==> src/rtl/i2c_temp_read_sequencer.sv <==
// -----------------------------------------------------------------------------
// i2c_temp_read_sequencer
//
// Periodic scheduler and byte sequencer for a shared I2C master. Every
// PERIOD_CYCLES clocks (or on a start_now request while idle) it runs one
// two-byte read from SENSOR_ADDR. Busy edges from the master mark the start
// and end of each byte. The MSB is parked in a hold register and both bytes
// are published together, so temp_msb/temp_lsb always belong to one sample.
//
// Ports:
//   clk            system clock, shared with the I2C master
//   reset          synchronous, active-high reset
//   start_now      one-cycle request for an immediate read (IDLE only)
//   i2c_ena        enable to the I2C master
//   i2c_addr       7-bit slave address (constant SENSOR_ADDR)
//   i2c_rw         read/write select (constant 1 = read)
//   i2c_busy       busy from the I2C master
//   i2c_data_rd    read data from the I2C master
//   i2c_ack_error  ack_error from the I2C master
//   temp_msb       last good MSB
//   temp_lsb       last good LSB
//   temp_valid     one-cycle pulse when temp_msb/temp_lsb update
//   rd_error       one-cycle pulse when a read fails (NACK or timeout)
//   seq_busy       high whenever the sequencer is not idle
// -----------------------------------------------------------------------------
module i2c_temp_read_sequencer #(
    parameter int unsigned PERIOD_CYCLES  = 12500,
    parameter logic [6:0]  SENSOR_ADDR    = 7'b1001011,
    parameter int unsigned TIMEOUT_CYCLES = 4096
) (
    input  logic       clk,
    input  logic       reset,
    input  logic       start_now,
    output logic       i2c_ena,
    output logic [6:0] i2c_addr,
    output logic       i2c_rw,
    input  logic       i2c_busy,
    input  logic [7:0] i2c_data_rd,
    input  logic       i2c_ack_error,
    output logic [7:0] temp_msb,
    output logic [7:0] temp_lsb,
    output logic       temp_valid,
    output logic       rd_error,
    output logic       seq_busy
);

    localparam int PCW = (PERIOD_CYCLES  > 1) ? $clog2(PERIOD_CYCLES)  : 1;
    localparam int TCW = (TIMEOUT_CYCLES > 1) ? $clog2(TIMEOUT_CYCLES) : 1;

    typedef enum logic [2:0] {
        S_IDLE,
        S_WAIT_B1,
        S_RD_MSB,
        S_WAIT_B2,
        S_RD_LSB,
        S_DONE,
        S_ERR
    } state_t;

    state_t         state_reg;
    state_t         state_next;
    logic           busy_q_reg;
    logic [PCW-1:0] period_cnt_reg;
    logic [TCW-1:0] wait_cnt_reg;
    logic [7:0]     hold_reg;
    logic [7:0]     temp_msb_reg;
    logic [7:0]     temp_lsb_reg;

    logic busy_rise;
    logic busy_fall;
    logic tick;
    logic timed_out;
    logic waiting;
    logic capture_msb;
    logic load_sample;

    assign busy_rise = i2c_busy & ~busy_q_reg;
    assign busy_fall = ~i2c_busy & busy_q_reg;
    assign tick      = (period_cnt_reg == PCW'(PERIOD_CYCLES - 1));
    assign timed_out = (wait_cnt_reg == TCW'(TIMEOUT_CYCLES - 1));
    assign waiting   = (state_reg == S_WAIT_B1) || (state_reg == S_RD_MSB) ||
                       (state_reg == S_WAIT_B2) || (state_reg == S_RD_LSB);

    assign i2c_addr = SENSOR_ADDR;
    assign i2c_rw   = 1'b1;
    assign temp_msb = temp_msb_reg;
    assign temp_lsb = temp_lsb_reg;
    assign seq_busy = (state_reg != S_IDLE);

    // Next-state and output decode. In every wait state a busy edge takes
    // priority over the timeout, so a late-but-real edge is never lost.
    always_comb begin
        state_next  = state_reg;
        i2c_ena     = 1'b0;
        temp_valid  = 1'b0;
        rd_error    = 1'b0;
        capture_msb = 1'b0;
        load_sample = 1'b0;
        case (state_reg)
            S_IDLE: begin
                if (tick || start_now) begin
                    state_next = S_WAIT_B1;
                end
            end
            S_WAIT_B1: begin
                i2c_ena = 1'b1;
                if (busy_rise) begin
                    state_next = S_RD_MSB;
                end else if (timed_out) begin
                    state_next = S_ERR;
                end
            end
            S_RD_MSB: begin
                i2c_ena = 1'b1;
                if (busy_fall) begin
                    if (i2c_ack_error) begin
                        state_next = S_ERR;
                    end else begin
                        capture_msb = 1'b1;
                        state_next  = S_WAIT_B2;
                    end
                end else if (timed_out) begin
                    state_next = S_ERR;
                end
            end
            S_WAIT_B2: begin
                // Dropping ena as soon as byte 2 starts tells the master
                // that this is the last byte, so it issues STOP afterwards.
                i2c_ena = ~busy_rise;
                if (busy_rise) begin
                    state_next = S_RD_LSB;
                end else if (timed_out) begin
                    state_next = S_ERR;
                end
            end
            S_RD_LSB: begin
                if (busy_fall) begin
                    if (i2c_ack_error) begin
                        state_next = S_ERR;
                    end else begin
                        load_sample = 1'b1;
                        state_next  = S_DONE;
                    end
                end else if (timed_out) begin
                    state_next = S_ERR;
                end
            end
            S_DONE: begin
                temp_valid = 1'b1;
                state_next = S_IDLE;
            end
            S_ERR: begin
                // Hold off until the master has released the bus.
                if (!i2c_busy) begin
                    rd_error   = 1'b1;
                    state_next = S_IDLE;
                end
            end
            default: begin
                state_next = S_IDLE;
            end
        endcase
    end

    always_ff @(posedge clk) begin
        if (reset) begin
            state_reg      <= S_IDLE;
            busy_q_reg     <= 1'b0;
            period_cnt_reg <= '0;
            wait_cnt_reg   <= '0;
            hold_reg       <= '0;
            temp_msb_reg   <= '0;
            temp_lsb_reg   <= '0;
        end else begin
            state_reg  <= state_next;
            busy_q_reg <= i2c_busy;

            // Free-running period counter, independent of the FSM state.
            if (tick) begin
                period_cnt_reg <= '0;
            end else begin
                period_cnt_reg <= period_cnt_reg + PCW'(1);
            end

            // The wait counter restarts on each state entry so every wait
            // state gets its own full timeout budget.
            if (state_next != state_reg) begin
                wait_cnt_reg <= '0;
            end else if (waiting) begin
                wait_cnt_reg <= wait_cnt_reg + TCW'(1);
            end else begin
                wait_cnt_reg <= '0;
            end

            if (capture_msb) begin
                hold_reg <= i2c_data_rd;
            end

            if (load_sample) begin
                temp_msb_reg <= hold_reg;
                temp_lsb_reg <= i2c_data_rd;
            end
        end
    end

endmodule

==> config.mk <==
export PLATFORM = sky130hd
export DESIGN_NAME = i2c_temp_read_sequencer
export DESIGN_NICKNAME = d
export VERILOG_FILES = /design/src/rtl/i2c_temp_read_sequencer.sv
export SDC_FILE = /design/constraint.sdc
export NUM_CORES = 1
export LEC_CHECK = 0
export CORE_MARGIN = 2
export CORE_UTILIZATION = 57
export DETAILED_ROUTE_END_ITERATION = 10
export GPL_TIMING_DRIVEN = 0
export HOLD_SLACK_MARGIN = 0.1
export PLACE_DENSITY = 0.84
export SYNTH_ARGS = -nofsm -noshare
export SYNTH_HDL_FRONTEND = slang
export SYNTH_SLANG_ARGS = --single-unit
export TNS_END_PERCENT = 10
==> constraint.sdc <==
create_clock -name clk -period 2.7 [get_ports clk]
set_input_delay 0.405 -clock clk [delete_from_list [all_inputs] [get_ports clk]]
set_output_delay 0.405 -clock clk [all_outputs]
set_load 0.1 [all_outputs]
==> flow_summary_export.csv, run 1 <==
group,metric,value,unit
sta,whs,457,ps
run_status,outcome,"finished clean",
sta,setup_viol,0,
cells_and_area,fin_nets,337,
route,via_per_inst,5.51,
placed_design,finalWeightedCongestion,0.861,
die,die_h,70.9,µm
sta,max-slew-margin-rel,34.8,%
global_route,overflow,0,
critical_path,critical_path.max_stage_delay,620,ps
die,rows,24,
route,first_pass_iters,4,
route,vias,2068,
die,die_x,70.9,µm
placed_design,placed_area,0.00297,mm²
global_route,grt_pass1_vias,1849,
hold_path,min_from,"hold_reg[4]",
route,postRouteAntennaNets,0,
logic_synthesis,async_reset_ff_share,0,%
hold_path,worstHoldPathType,"register to register",
route,routedWlPerCell,13.3,µm
logic_synthesis,synth-edff-count,0,
logic_synthesis,ys_types,50,
cells_and_area,syn_to_final_growth,21.3,%
global_route,grt_usage,20.9,%
logic_synthesis,syn_avg_cell_area,9.22,µm²
sta,timing.final.crit_share,94.8,%
critical_path,crit_chain,"clkdlybuf4s50_1 -> nor2b_1 -> and2_1 -> a211oi_2 -> clkbuf_2",
sta,layout_min_cycle_time,2560,ps
critical_path,r2r-end,"wait_cnt_reg[4]",
critical_path,timing.critical_path.from_type,"input port",
cells_and_area,drive_above_1_share,12.4,%
logic_synthesis,netlist_area,0.00255,mm²
cells_and_area,final_area,0.00310,mm²
sta,setup_tns,0,ps
die,start_util,59.1,%
logic_synthesis,ys_seq_area_share,42.3,%
critical_path,cp_slowest_cell,"clkdlybuf4s50_1",
power_and_ir_drop,peakVddDrop,0.283,mV
cells_and_area,final_common_cell,"dfxtp_1",
sta,setup_ws,140,ps
placed_design,port_buffers,32,
clocking,h-tree-depth,2,
critical_path,critPathKind,"input port to primary output",
critical_path,rrSetupSlack,660,ps
clocking,tritoncts,"done",
global_route,antenna_found_initial,0,
critical_path,end_kind,"primary output",
sta,hold_viol,0,
cells_and_area,largest_reg_flops,14,
clocking,cts_sinks,54,
critical_path,cp.required,2300,ps
sta,drv_slew,0,
clocking,cts_buffers,5,
job,maxCapViolCount,0,
power_and_ir_drop,power,0.00168,W
power_and_ir_drop,power_leakage,1.22,nW
clocking,root_buffer,"clkbuf_8",
die,die-area,0.00503,mm²
logic_synthesis,ys.flop_type,"dfxtp_1",
critical_path,crit_fanout,9,
logic_synthesis,synth_seq_cells,54,
logic_synthesis,synth_warnings,0,
die,ios,41,
route,routed_wl,4990,µm
power_and_ir_drop,powerDensity,542,mW/mm²
sta,grt_setup_unrepaired,"no",
sta,finClkSkew,6.32,ps
clocking,path_clk_slew,90,ps
cells_and_area,final_cell_mix,"dfxtp_1, nor2_1, clkdlybuf4s50_1, nand3_1",
clocking,cts_buffer_depth,2,
critical_path,worst-path-buf-inv,2,
hold_path,worstHoldEndpoint,"hold_reg[4]",
die,core-area,0.00432,mm²
sta,tightest_slew,974,ps
critical_path,crit_path_start,"i2c_busy",
global_route,grt_pass1_wl,8400,µm
global_route,grt_max_degree,17,
cells_and_area,antenna_cells,0,
placed_design,place_hpwl,3600,µm
logic_synthesis,netlist_instances,277,
route,post-route-drc-count,0,
cells_and_area,nFillCells,328,
hold_path,hold_path_depth,2,
clocking,clk_latency,310,ps
route,drt_iter0_markers,95,
placed_design,place_ws,-480,ps
critical_path,rr_worst_depth,6,
critical_path,r2r-start,"wait_cnt_reg[0]",
critical_path,crit_family,"buffers and inverters",
clocking,cts-hold-fix-buffers,0,
sta,fmax,391,MHz
critical_path,arrival,2150,ps
[stage by stage]
step           utilization, %  cells
6_report                 71.6    375
5_1_grt                  71.6    375
4_1_cts                  71.8    375
3_5_place_dp             68.6    367
3_3_place_gp             68.6    367
2_1_floorplan               -    283
[per-layer routing]
layer,routed length (µm),GRT usage (%)
met1,2270,27.2
met2,2370,34.4
met3,280,4.84
met4,66,6.92
met5,0,0
[repair_timing]
action                     4_1_cts  5_1_grt
setup endpoints to repair        3        2
gates resized for setup          3        5
setup buffers                    0        0
[Yosys cell counts, types with 2 or more instances]
master | instances | area, µm²
clkbuf_1 | 7 | 26.3
a21oi_1 | 9 | 45.0
ha_1 | 2 | 25.0
xor2_1 | 8 | 70.1
nor2b_1 | 5 | 31.3
o21ai_1 | 2 | 10.0
nor4_1 | 3 | 18.8
conb_1 | 2 | 7.51
and4_1 | 2 | 17.5
dfxtp_1 | 54 | 1080
nor2_1 | 37 | 139
nand4_1 | 8 | 50.1
nor3_1 | 8 | 40.0
buf_4 | 10 | 75.1
mux2i_1 | 16 | 160
nand3_1 | 18 | 90.1
and2_1 | 3 | 18.8
a32o_1 | 2 | 20.0
and3_1 | 5 | 31.3
nand2b_1 | 2 | 12.5
xnor2_1 | 13 | 114
o21ai_0 | 2 | 10.0
or3_1 | 3 | 18.8
nor4_2 | 10 | 125
buf_6 | 3 | 33.8
inv_1 | 4 | 15.0
nand2_1 | 16 | 60.1
[cells by family (layout without fill, tap and decap cells)]
group                    after synthesis  after routing  synth area share (%)
AND/OR/NAND/NOR                      130            130                  29.2
AO/OA/AOI/OAI                         25             25                  6.76
multiplexers                          17             17                  6.71
flip-flops                            54             54                  42.3
buffers and inverters                 25             65                  6.08
XOR/XNOR                              21             21                  7.20
other                                  2              8                 0.294
adder cells (fa/ha/maj)                3              3                  1.42
[cell type report]
| cell class | instances | area [µm²] | area share [%] |
|---|---|---|---|
| multi-input cells | 204 | 1350 | 43.4 |
| flip-flops and latches | 54 | 1080 | 34.9 |
| inverters | 4 | 15.0 | 0.485 |
| clock inverters | 2 | 60.1 | 1.94 |
| plain buffers | 21 | 140 | 4.52 |
| repair buffers | 32 | 309 | 9.98 |
| clock buffers | 6 | 82.6 | 2.67 |
| well taps | 52 | 65.1 | 2.10 |
[report_power, final]
group          internal [W]  total, W  switching, W
Clock              0.000395  0.000649      0.000254
Sequential         0.000804  0.000814     0.0000101
Combinational     0.0000631  0.000215      0.000152
Total               0.00126   0.00168      0.000417
[worst reg2reg max path, cell delays in order, from the launching register on]
cell and delay (ps):
dfxtp_1 400, ha_1 200, nand3_1 240, nor3_2 460, o41a_1 240, buf_2 300, nor4_2 90
[worst max-delay path by stage]
stage / cells after the start / slack, ps / to
2_1_floorplan: 3 / -470 / rd_error
3_3_place_gp: 5 / -480 / i2c_ena
3_5_place_dp: 5 / -480 / i2c_ena
4_1_cts: 5 / -200 / i2c_ena
5_1_grt: 5 / 60 / i2c_ena
6_report: 5 / 140 / i2c_ena
Power figures use the tool's default switching activity.
==> run 2: changes to the inputs <==
TNS_END_PERCENT = 1   (was 10)
==> results of run 2 <==
Same layout as run 1: the final DEF is identical, and so are final timing and power.
